$ cat config.mk
export PLATFORM = sky130hd
export DESIGN_NAME = vga_layer_mux
export DESIGN_NICKNAME = d
export VERILOG_FILES = /design/src/rtl/vga_layer_mux_pkg.sv /design/src/rtl/vga_layer_mux_test_pattern.sv /design/src/rtl/vga_layer_mux.sv
export SDC_FILE = /design/constraint.sdc
export NUM_CORES = 1
export LEC_CHECK = 0
export CORE_ASPECT_RATIO = 1.5
export CORE_MARGIN = 3
export CORE_UTILIZATION = 37
export CTS_CLUSTER_DIAMETER = 60
export CTS_CLUSTER_SIZE = 16
export DETAILED_ROUTE_END_ITERATION = 10
export HOLD_SLACK_MARGIN = 0.12
export PLACE_DENSITY = 0.68
export SETUP_SLACK_MARGIN = 0.15
export SLEW_MARGIN = 20
export SYNTH_ARGS = -nofsm -noshare
export SYNTH_HDL_FRONTEND = slang
export SYNTH_SLANG_ARGS = --single-unit
$ cat constraint.sdc
create_clock -name clk_in -period 1.5 [get_ports clk_in]
set_input_delay 0.45 -clock clk_in [delete_from_list [all_inputs] [get_ports clk_in]]
set_output_delay 0.45 -clock clk_in [all_outputs]
set_load 0.05 [all_outputs]
$ cat src/rtl/vga_layer_mux_pkg.sv
// Shared mode encodings, bar constants and channel-to-RGB replication for the VGA layer mux.
package vga_mux_pkg;

    typedef enum logic [1:0] {
        CAM    = 2'd0,
        CHAN   = 2'd1,
        THRESH = 2'd2,
        MASKED = 2'd3
    } base_mode_t;

    typedef enum logic [1:0] {
        OVL_ALL = 2'd0,
        OVL_ONE = 2'd1,
        SPRITE  = 2'd2,
        TEST    = 2'd3
    } ovl_mode_t;

    localparam int NUM_BARS = 8;
    localparam int MAX_CH_W = 32;

    // Replicates the low ch_w bits of ch into R, G and B; callers truncate to their colour width.
    function automatic logic [3*MAX_CH_W-1:0] rep_rgb(input logic [MAX_CH_W-1:0] ch,
                                                       input int ch_w);
        logic [3*MAX_CH_W-1:0] rgb;
        rgb = '0;
        for (int i = 0; i < MAX_CH_W; i++) begin
            if (i < ch_w) begin
                rgb[i]          = ch[i];
                rgb[ch_w + i]   = ch[i];
                rgb[2*ch_w + i] = ch[i];
            end
        end
        return rgb;
    endfunction

endpackage

$ cat src/rtl/vga_layer_mux_test_pattern.sv
// Colour-bar generator; counters run whenever active_in is high so the pattern stays phase-correct.
module vga_test_pattern
    import vga_mux_pkg::*;
#(
    parameter int COLOR_W = 12,
    parameter int BAR_W   = 80
) (
    input  logic               clk_in,
    input  logic               rst_n_in,
    input  logic               active_in,
    output logic [COLOR_W-1:0] color_out
);
    localparam int CH_W  = COLOR_W / 3;
    localparam int SUB_W = (BAR_W > 1) ? $clog2(BAR_W) : 1;
    localparam int IDX_W = $clog2(NUM_BARS);

    logic [SUB_W-1:0]   sub_cnt_q, sub_cnt_d;
    logic [IDX_W-1:0]   bar_idx_q, bar_idx_d;
    logic [IDX_W-1:0]   bar_inv;
    logic [COLOR_W-1:0] color_q, color_d;

    always_comb begin
        sub_cnt_d = '0;
        bar_idx_d = '0;
        if (active_in) begin
            if (sub_cnt_q == SUB_W'(BAR_W - 1)) begin
                sub_cnt_d = '0;
                bar_idx_d = bar_idx_q + 1'b1;
            end else begin
                sub_cnt_d = sub_cnt_q + 1'b1;
                bar_idx_d = bar_idx_q;
            end
        end
    end

    // Bar 0 is white and bar 7 black, so the colour bits are the inverted index.
    assign bar_inv = ~bar_idx_q;
    assign color_d = {{CH_W{bar_inv[2]}}, {CH_W{bar_inv[1]}}, {CH_W{bar_inv[0]}}};

    always_ff @(posedge clk_in or negedge rst_n_in) begin
        if (!rst_n_in) begin
            sub_cnt_q <= '0;
            bar_idx_q <= '0;
            color_q   <= '0;
        end else begin
            sub_cnt_q <= sub_cnt_d;
            bar_idx_q <= bar_idx_d;
            color_q   <= color_d;
        end
    end

    assign color_out = color_q;

endmodule

$ cat src/rtl/vga_layer_mux.sv
// Two-stage VGA compositor: base layer in stage 1, overlay/sprite/test pattern and blanking in stage 2.
module vga_layer_mux
    import vga_mux_pkg::*;
#(
    parameter int COLOR_W    = 12,
    parameter int NUM_MASKS  = 3,
    parameter int NUM_OVL    = 4,
    parameter int BLINK_LOG2 = 4,
    parameter int BAR_W      = 80
) (
    input  logic                           clk_in,
    input  logic                           rst_n_in,
    input  logic                           new_frame_in,
    input  logic [3:0]                     sel_in,
    input  logic                           active_in,
    input  logic                           hsync_in,
    input  logic                           vsync_in,
    input  logic [COLOR_W-1:0]             camera_pixel_in,
    input  logic [COLOR_W/3-1:0]           camera_y_in,
    input  logic [COLOR_W/3-1:0]           channel_in,
    input  logic [NUM_MASKS-1:0]           mask_in,
    input  logic [NUM_MASKS*COLOR_W-1:0]   mask_color_in,
    input  logic [NUM_OVL-1:0]             ovl_hit_in,
    input  logic [NUM_OVL-1:0]             ovl_blink_in,
    input  logic [NUM_OVL*COLOR_W-1:0]     ovl_color_in,
    input  logic [COLOR_W-1:0]             sprite_pixel_in,
    output logic [COLOR_W-1:0]             pixel_out,
    output logic                           hsync_out,
    output logic                           vsync_out,
    output logic                           active_out,
    output logic [3:0]                     sel_active_out
);
    localparam int CH_W = COLOR_W / 3;
    localparam int FC_W = BLINK_LOG2 + 1;

    if (COLOR_W % 3 != 0) begin : g_bad_color_w
        $error("COLOR_W must be a multiple of 3");
    end

    logic [3:0]      sel_q;
    logic [FC_W-1:0] frame_cnt_q;

    always_ff @(posedge clk_in or negedge rst_n_in) begin
        if (!rst_n_in) begin
            sel_q       <= '0;
            frame_cnt_q <= '0;
        end else if (new_frame_in) begin
            sel_q       <= sel_in;
            frame_cnt_q <= frame_cnt_q + 1'b1;
        end
    end

    assign sel_active_out = sel_q;

    logic [COLOR_W-1:0] tp_color;

    vga_test_pattern #(
        .COLOR_W (COLOR_W),
        .BAR_W   (BAR_W)
    ) u_test_pattern (
        .clk_in    (clk_in),
        .rst_n_in  (rst_n_in),
        .active_in (active_in),
        .color_out (tp_color)
    );

    logic [COLOR_W-1:0] chan_rgb, luma_rgb, masked_rgb, base_d;

    assign chan_rgb = COLOR_W'(rep_rgb(MAX_CH_W'(channel_in), CH_W));
    assign luma_rgb = COLOR_W'(rep_rgb(MAX_CH_W'(camera_y_in), CH_W));

    always_comb begin
        masked_rgb = luma_rgb;
        for (int k = NUM_MASKS - 1; k >= 0; k--) begin
            if (mask_in[k]) masked_rgb = mask_color_in[k*COLOR_W +: COLOR_W];
        end
        case (base_mode_t'(sel_q[1:0]))
            CAM:     base_d = camera_pixel_in;
            CHAN:    base_d = chan_rgb;
            THRESH:  base_d = mask_in[0] ? '1 : '0;
            MASKED:  base_d = masked_rgb;
            default: base_d = camera_pixel_in;
        endcase
    end

    // ---- stage 1 boundary: base result plus everything stage 2 needs, tagged with its mode ----
    logic [COLOR_W-1:0]         base_p1_q, sprite_p1_q;
    ovl_mode_t                  omode_p1_q;
    logic                       blink_ok_p1_q, act_p1_q, hs_p1_q, vs_p1_q;
    logic [NUM_OVL-1:0]         hit_p1_q, blink_p1_q;
    logic [NUM_OVL*COLOR_W-1:0] ovl_color_p1_q;

    always_ff @(posedge clk_in or negedge rst_n_in) begin
        if (!rst_n_in) begin
            base_p1_q      <= '0;
            sprite_p1_q    <= '0;
            omode_p1_q     <= OVL_ALL;
            blink_ok_p1_q  <= 1'b0;
            act_p1_q       <= 1'b0;
            hs_p1_q        <= 1'b0;
            vs_p1_q        <= 1'b0;
            hit_p1_q       <= '0;
            blink_p1_q     <= '0;
            ovl_color_p1_q <= '0;
        end else begin
            base_p1_q      <= base_d;
            sprite_p1_q    <= sprite_pixel_in;
            omode_p1_q     <= ovl_mode_t'(sel_q[3:2]);
            blink_ok_p1_q  <= ~frame_cnt_q[BLINK_LOG2];
            act_p1_q       <= active_in;
            hs_p1_q        <= hsync_in;
            vs_p1_q        <= vsync_in;
            hit_p1_q       <= ovl_hit_in;
            blink_p1_q     <= ovl_blink_in;
            ovl_color_p1_q <= ovl_color_in;
        end
    end

    logic [NUM_OVL-1:0] vis;
    logic               any_vis;
    logic [COLOR_W-1:0] ovl_rgb, pix_d;

    assign vis = hit_p1_q & (~blink_p1_q | {NUM_OVL{blink_ok_p1_q}});

    always_comb begin
        any_vis = 1'b0;
        ovl_rgb = '0;
        for (int k = NUM_OVL - 1; k >= 0; k--) begin
            if (vis[k]) begin
                any_vis = 1'b1;
                ovl_rgb = ovl_color_p1_q[k*COLOR_W +: COLOR_W];
            end
        end
        case (omode_p1_q)
            OVL_ALL: pix_d = any_vis ? ovl_rgb : base_p1_q;
            OVL_ONE: pix_d = vis[0] ? ovl_color_p1_q[COLOR_W-1:0] : base_p1_q;
            SPRITE:  pix_d = (sprite_p1_q != '0) ? sprite_p1_q : base_p1_q;
            TEST:    pix_d = tp_color;
            default: pix_d = base_p1_q;
        endcase
        if (!act_p1_q) pix_d = '0;
    end

    // ---- stage 2 boundary: registered outputs ----
    logic [COLOR_W-1:0] pix_q;
    logic               hs_q, vs_q, act_q;

    always_ff @(posedge clk_in or negedge rst_n_in) begin
        if (!rst_n_in) begin
            pix_q <= '0;
            hs_q  <= 1'b0;
            vs_q  <= 1'b0;
            act_q <= 1'b0;
        end else begin
            pix_q <= pix_d;
            hs_q  <= hs_p1_q;
            vs_q  <= vs_p1_q;
            act_q <= act_p1_q;
        end
    end

    assign pixel_out  = pix_q;
    assign hsync_out  = hs_q;
    assign vsync_out  = vs_q;
    assign active_out = act_q;

endmodule

### Word level (Yosys, flattened, before mapping)

Index checks and enable logic that the tools add are counted.

* logic and storage cells: 60
* output and inout bits: 19
* register bits: 129
* input port bits: 137

* muxes and demuxes: 22
* bitwise operators: 5
* reductions and logical operators: 3
* add/sub/neg operators: 3
* equality and inequality tests: 8

Operators by type and width (number)
* 2-to-1 mux 12 bit: 12
* case mux 12 bit (4 select lines): 2
* 2-to-1 mux 7 bit: 2
* nonzero test 12 bit: 1
* equality test 2 bit (second input constant): 4
* adder 7 x 1 -> 7 bit (second input constant): 1
* equality test 7 bit (second input constant): 1
* 2-to-1 mux 3 bit: 2
* adder 5 x 1 -> 5 bit (second input constant): 1
* bitwise AND 4 bit: 1
* equality test 2 x 1 -> 1 bit (second input constant): 2
* zero test 2 bit: 2
* 2-to-1 mux 1 bit: 4
* inverter 4 bit: 1
* bitwise OR 4 bit: 1
* adder 3 x 1 -> 3 bit (second input constant): 1
* inverter 3 bit: 1
* != test 2 x 1 -> 1 bit (second input constant): 1
* inverter 1 bit: 1

### Logic depth before layout (Yosys ltp)

Gate-level depths: netlist of the first run.

* word-level depth: 10
* gate-level depth with buffers: 7
* mapped depth without buffers: 6

### Modules after synthesis

From an unflattened synthesis of the first run, not the netlist that was laid out.

* cells, all modules: 525
* area, all modules: 5437.7 µm²

By module, submodules not included
* vga_layer_mux: times used 1, cells each 462, area each 4783.3 µm², sequential area each 2752.6 µm²
* vga_test_pattern: times used 1, cells each 63, area each 654.4 µm², sequential area each 325.3 µm²

### Least setup slack after synthesis of the first run

Ideal clock, no wire load.

* path kind: register to register
* from: register sel_q[0], in the netlist sel_active_out[0]
* to: register base_p1_q[7]
* path buffers: 2
* data arrival time: 1.492 ns
* library setup time: 0.083 ns
* stages on the path, launching flop included: 7
* period minus slack after synthesis: 1.574 ns
* required time: 1.417 ns
* path slack: -0.074 ns
* cells stage by stage: dfrtp_1 > clkbuf_1 > buf_1 > o21ai_0 > a21oi_1 > o221ai_1 > o21ai_0

* longest elaborated chain between the ends: 2
* elaborated cells between the ends (all ways): 5
* classes of those cells: 3 x eq/ne; 1 x mux; 1 x reduce/logical

RTL lines
* start: declaration: RTL line vga_layer_mux.sv:40 `logic [3:0] sel_q;`
* start signal: assignment: RTL line vga_layer_mux.sv:48 `sel_q <= sel_in;`
* equality test 2 bit, or another cell as far along: RTL line vga_layer_mux.sv:77 `case (base_mode_t'(sel_q[1:0]))`
* case mux 12 bit (4 select lines) *: RTL line vga_layer_mux.sv:77
* via base_d[7]: RTL line vga_layer_mux.sv:67 `logic [COLOR_W-1:0] chan_rgb, luma_rgb, masked_rgb, base_d;`
* end signal: assignment: RTL line vga_layer_mux.sv:106 `base_p1_q <= base_d;`
* end: declaration: RTL line vga_layer_mux.sv:87 `logic [COLOR_W-1:0] base_p1_q, sprite_p1_q;`

Mark *: on every way through the listed nets, which the timed path passes. The rest lies on a longest branch.
A chain may end at the register's enable or synchronous reset.

### Worst setup path in the final report of the first run

* from: register blink_ok_p1_q
* to: register pix_q[4], in the netlist pixel_out[4]

* longest elaborated chain between the ends: 9
* elaborated cells between the ends (all ways): 14
* classes of those cells: 12 x mux; 2 x bitwise

RTL lines
* start: declaration: RTL line vga_layer_mux.sv:89 `logic blink_ok_p1_q, act_p1_q, hs_p1_q, vs_p1_q;`
* start signal: assignment: RTL line vga_layer_mux.sv:109 `blink_ok_p1_q <= ~frame_cnt_q[BLINK_LOG2];`
* bitwise OR 4 bit *: RTL line vga_layer_mux.sv:123 `assign vis = hit_p1_q & (~blink_p1_q | {NUM_OVL{blink_ok_p1_q}});`
* bitwise AND 4 bit *: RTL line vga_layer_mux.sv:123
* 2-to-1 mux 12 bit or 2-to-1 mux 1 bit (tied branches) (4 in series): RTL line vga_layer_mux.sv:129 `if (vis[k]) begin`
* 2-to-1 mux 12 bit: RTL line vga_layer_mux.sv:135 `OVL_ALL: pix_d = any_vis ? ovl_rgb : base_p1_q;`
* case mux 12 bit (4 select lines) *: RTL line vga_layer_mux.sv:134 `case (omode_p1_q)`
* 2-to-1 mux 12 bit *: RTL line vga_layer_mux.sv:141 `if (!act_p1_q) pix_d = '0;`
* via pix_d[4]: RTL line vga_layer_mux.sv:121 `logic [COLOR_W-1:0] ovl_rgb, pix_d;`
* end signal: assignment: RTL line vga_layer_mux.sv:155 `pix_q <= pix_d;`
* end: declaration: RTL line vga_layer_mux.sv:145 `logic [COLOR_W-1:0] pix_q;`

Marked as above.

==> impl_metrics.env, run 1 <==
export IMPL_outcome="finished, violations left"
export IMPL_violations="negative setup slack"
export IMPL_post_drt_wl_per_cell_um=18.3
export IMPL_finalMaxSlewViolations=0
export IMPL_async_flop_share_pct=100
export IMPL_final_hold_violation_count=0
export IMPL_clk_pin_slew_ns=0.05
export IMPL_fin_crit_ns=1.63
export IMPL_grt_max_degree=61
export IMPL_grt_overflow=0
export IMPL_synth_cell_types=51
export IMPL_dieArea_um2=15300
export IMPL_synthFlopType="dfrtp_1"
export IMPL_viasPerCell=5.26
export IMPL_die_h_um=150
export IMPL_crit_top_cell="buf_6"
export IMPL_clock_path_buffers=2
export IMPL_grt_pass1_vias=4629
export IMPL_cp_arrival_ns=1.96
export IMPL_path_max_fanout=6
export IMPL_placed_area_um2=7260
export IMPL_multiInputGateArea_um2=2010
export IMPL_synth_edf_count=0
export IMPL_ys_warn_count=0
export IMPL_place_ws_ns=-0.467
export IMPL_synthToLayoutAreaGrowth_pct=59.3
export IMPL_place_hpwl_mm=10.6
export IMPL_min_period_over_period_pct=109
export IMPL_p_leak_nw=3.41
export IMPL_routabilityCongestion=0.932
export IMPL_synthCells=433
export IMPL_slowest_delay_ns=0.41
export IMPL_ir_worst_vdd_uv=702
export IMPL_maxSlewHeadroom_pct=77.7
export IMPL_clk_latency_ns=0.41
export IMPL_ios=156
export IMPL_cts_sinks=123
export IMPL_postRouteWirelength_mm=14.8
export IMPL_initialDrtViolationCount=203
export IMPL_grt_use_total_pct=20.0
export IMPL_endpoint_kind="register"
export IMPL_setup_violations=14
export IMPL_max_slew_worst_pin_slew_ns=0.334
export IMPL_final_common_cell="clkdlybuf4s50_1"
export IMPL_cts_tree="yes"
export IMPL_clock_skew_ns=0.00626
export IMPL_synth_avg_cell_area_um2=11.9
export IMPL_grt_pass1_wl_mm=23.3
export IMPL_fin_area_um2=8180
export IMPL_placed_cells=753
export IMPL_num_rows=52
export IMPL_crit_chain="buf_6 > buf_6 > o21ai_1 > o211ai_1 > nor2_2 > buf_6 > a21oi_1 > a2bb2oi_2"
export IMPL_pwr_density_cell_nw_per_um2=1260
export IMPL_synth_fp_nets=573
export IMPL_final_cells=807
export IMPL_cp_required_ns=1.83
export IMPL_ant_nets=0
export IMPL_die_w_um=102
export IMPL_core_um2=13500
export IMPL_cts_made_buffers=17
export IMPL_timing_hold_ws_ns=0.347
export IMPL_max_freq_mhz=612
export IMPL_ys_ff_latch=123
export IMPL_initial_core_util_pct=37.9
export IMPL_startpoint_type="register"
export IMPL_antenna_found_initial=0
export IMPL_h_tree_depth=4
export IMPL_vias=4241
export IMPL_drive_gt1_share_pct=26.4
export IMPL_crit_buf_inv=3
export IMPL_fin_nets=772
export IMPL_fin_ws_ns=-0.133
export IMPL_fillers=1072
export IMPL_worst_setup_path_type="register to register"
export IMPL_io_buffers=155
export IMPL_syn_cell_area_um2=5130
export IMPL_drv_cap=0
export IMPL_synth_seq_area_share_pct=60.0
export IMPL_rsz0062_at_grt="true"
export IMPL_drt_pass1_iterations=4
export IMPL_drc_errors=0
export IMPL_critPathSlowestCell="dfrtp_1"
export IMPL_layout_common_cells="clkdlybuf4s50_1 (133), dfrtp_1 (120), nand2_1 (40), a21oi_1 (40)"
export IMPL_hp_class="register to register"
export IMPL_cts_root_buf="clkbuf_16"
export IMPL_regArea_um2=3080
export IMPL_crit_family="compound AO/OA/AOI/OAI gates"
## layout make-up
type / instances / area share (%)
Antenna cell: 1 / 0.0306
Clock buffer: 19 / 5.42
Clock inverter: 12 / 1.53
Inverter: 12 / 0.597
Multi-Input combinational cell: 274 / 24.6
Sequential cell: 123 / 37.7
Tap cell: 162 / 2.48
Timing Repair Buffer: 202 / 27.5
Timing Repair inverter: 2 / 0.184
## worst paths after layout
path,end,slack [ns],cells after the start,start
worst max-delay path,pixel_out[4],-0.13,8,blink_ok_p1_q
worst min-delay path,vsync_out,0.35,0,vs_p1_q
worst max register to register,pixel_out[4],-0.13,8,blink_ok_p1_q
worst min register to register,vsync_out,0.35,0,vs_p1_q
max in group asynchronous,ovl_color_p1_q[43],0.58,3,rst_n_in
min in group asynchronous,u_test_pattern.sub_cnt_q[6],0.61,3,rst_n_in
## where the power goes
group / internal [W] / switching (W) / total (W) / leakage (nW)
Combinational: 0.00136 / 0.00115 / 0.00251 / 1.68
Sequential: 0.00364 / 0.000292 / 0.00393 / 1.46
Clock: 0.00246 / 0.00143 / 0.00389 / 0.274
## synthesized netlist by cell type (all sizes together), types with 2 or more instances
cell type / number / share of area [%]
mux2i: 10 / 2.0
mux2: 4 / 0.88
clkbuf: 14 / 1.1
nand4: 2 / 0.24
inv: 12 / 0.88
a21oi: 47 / 4.6
or3: 2 / 0.24
nor2: 19 / 1.4
and2: 5 / 0.66
nand3: 4 / 0.49
o221ai: 24 / 5.3
a21boi: 4 / 0.66
a31oi: 11 / 1.3
nor4: 3 / 0.37
buf: 10 / 1.2
nor2b: 8 / 0.98
a221o: 11 / 2.3
nand2b: 7 / 1.0
o21ai: 34 / 3.4
xor2: 4 / 0.68
a2bb2oi: 11 / 3.1
nand2: 42 / 3.1
and3: 2 / 0.24
dfrtp: 123 / 60
ha: 3 / 0.73
xnor2: 6 / 1.0
## registers in the layout (all words and copies together), names as in the netlist
register / count
sprite_p1_q: 12
frame_cnt_q: 5
hit_p1_q: 4
hs_p1_q: 1
hsync_out: 1
blink_ok_p1_q: 1
u_test_pattern.color_out: 3
u_test_pattern.sub_cnt_q: 7
u_test_pattern.bar_idx_q: 3
sel_active_out: 4
omode_p1_q: 2
act_p1_q: 1
vs_p1_q: 1
pixel_out: 12
base_p1_q: 12
blink_p1_q: 4
ovl_color_p1_q: 48
vsync_out: 1
active_out: 1
## cell families (layout without fill, tap and decap cells)
group	count (synthesis)	in the layout	synth area share [%]
other	0	1	0
and+or+nand+nor	98	98	9.26
DFF	123	123	60.0
xor gates and xnor gates	10	10	1.71
muxes	14	14	2.83
adders and majority gates	3	3	0.731
AOI/OAI and AO/OA	149	149	22.3
buffers and inverters	36	247	3.17
## per-stage QoR
stage                     utilization, %  total power, W  TNS [ns]
final                               60.4          0.0103     -1.19
after global routing                60.4          0.0108     -2.17
after CTS                           59.6          0.0103    -0.948
after detailed placement            53.6         0.00626     -6.34
after global placement              53.6         0.00622     -5.47
after floorplan                        -         0.00505         0
## layer usage
metal	global-route usage (%)	wire (µm)	part of all wire [%]	vias up
li1	-	-	-	1980
met1	22.6	5490	37	2070
met2	35.3	8140	55	175
met3	5.56	971	6.6	16
met4	7.49	208	1.4	0
met5	0	0	0	-
## timing repair
| item | in CTS | in global routing |
|---|---|---|
| resized for setup | 30 | 33 |
| hold endpoints to repair | 123 | 0 |
| endpoints found under the setup margin | 50 | 51 |
| hold buffers | 1 | 0 |
| cloned | 5 | 0 |
| buffers inserted | 13 | 3 |
| pin swaps | 6 | 24 |
Note: power is estimated with default switching activity, not from simulation.
==> run 2, diff against run 1 <==
--- a/config.mk
+++ b/config.mk
@@ -9,7 +9,7 @@
 export CORE_MARGIN = 3
 export CORE_UTILIZATION = 37
 export CTS_CLUSTER_DIAMETER = 60
-export CTS_CLUSTER_SIZE = 16
+export CTS_CLUSTER_SIZE = 25
 export DETAILED_ROUTE_END_ITERATION = 10
 export HOLD_SLACK_MARGIN = 0.12
 export PLACE_DENSITY = 0.68
==> results of run 2 <==
No change in the layout: final DEF, timing and power equal those of run 1.
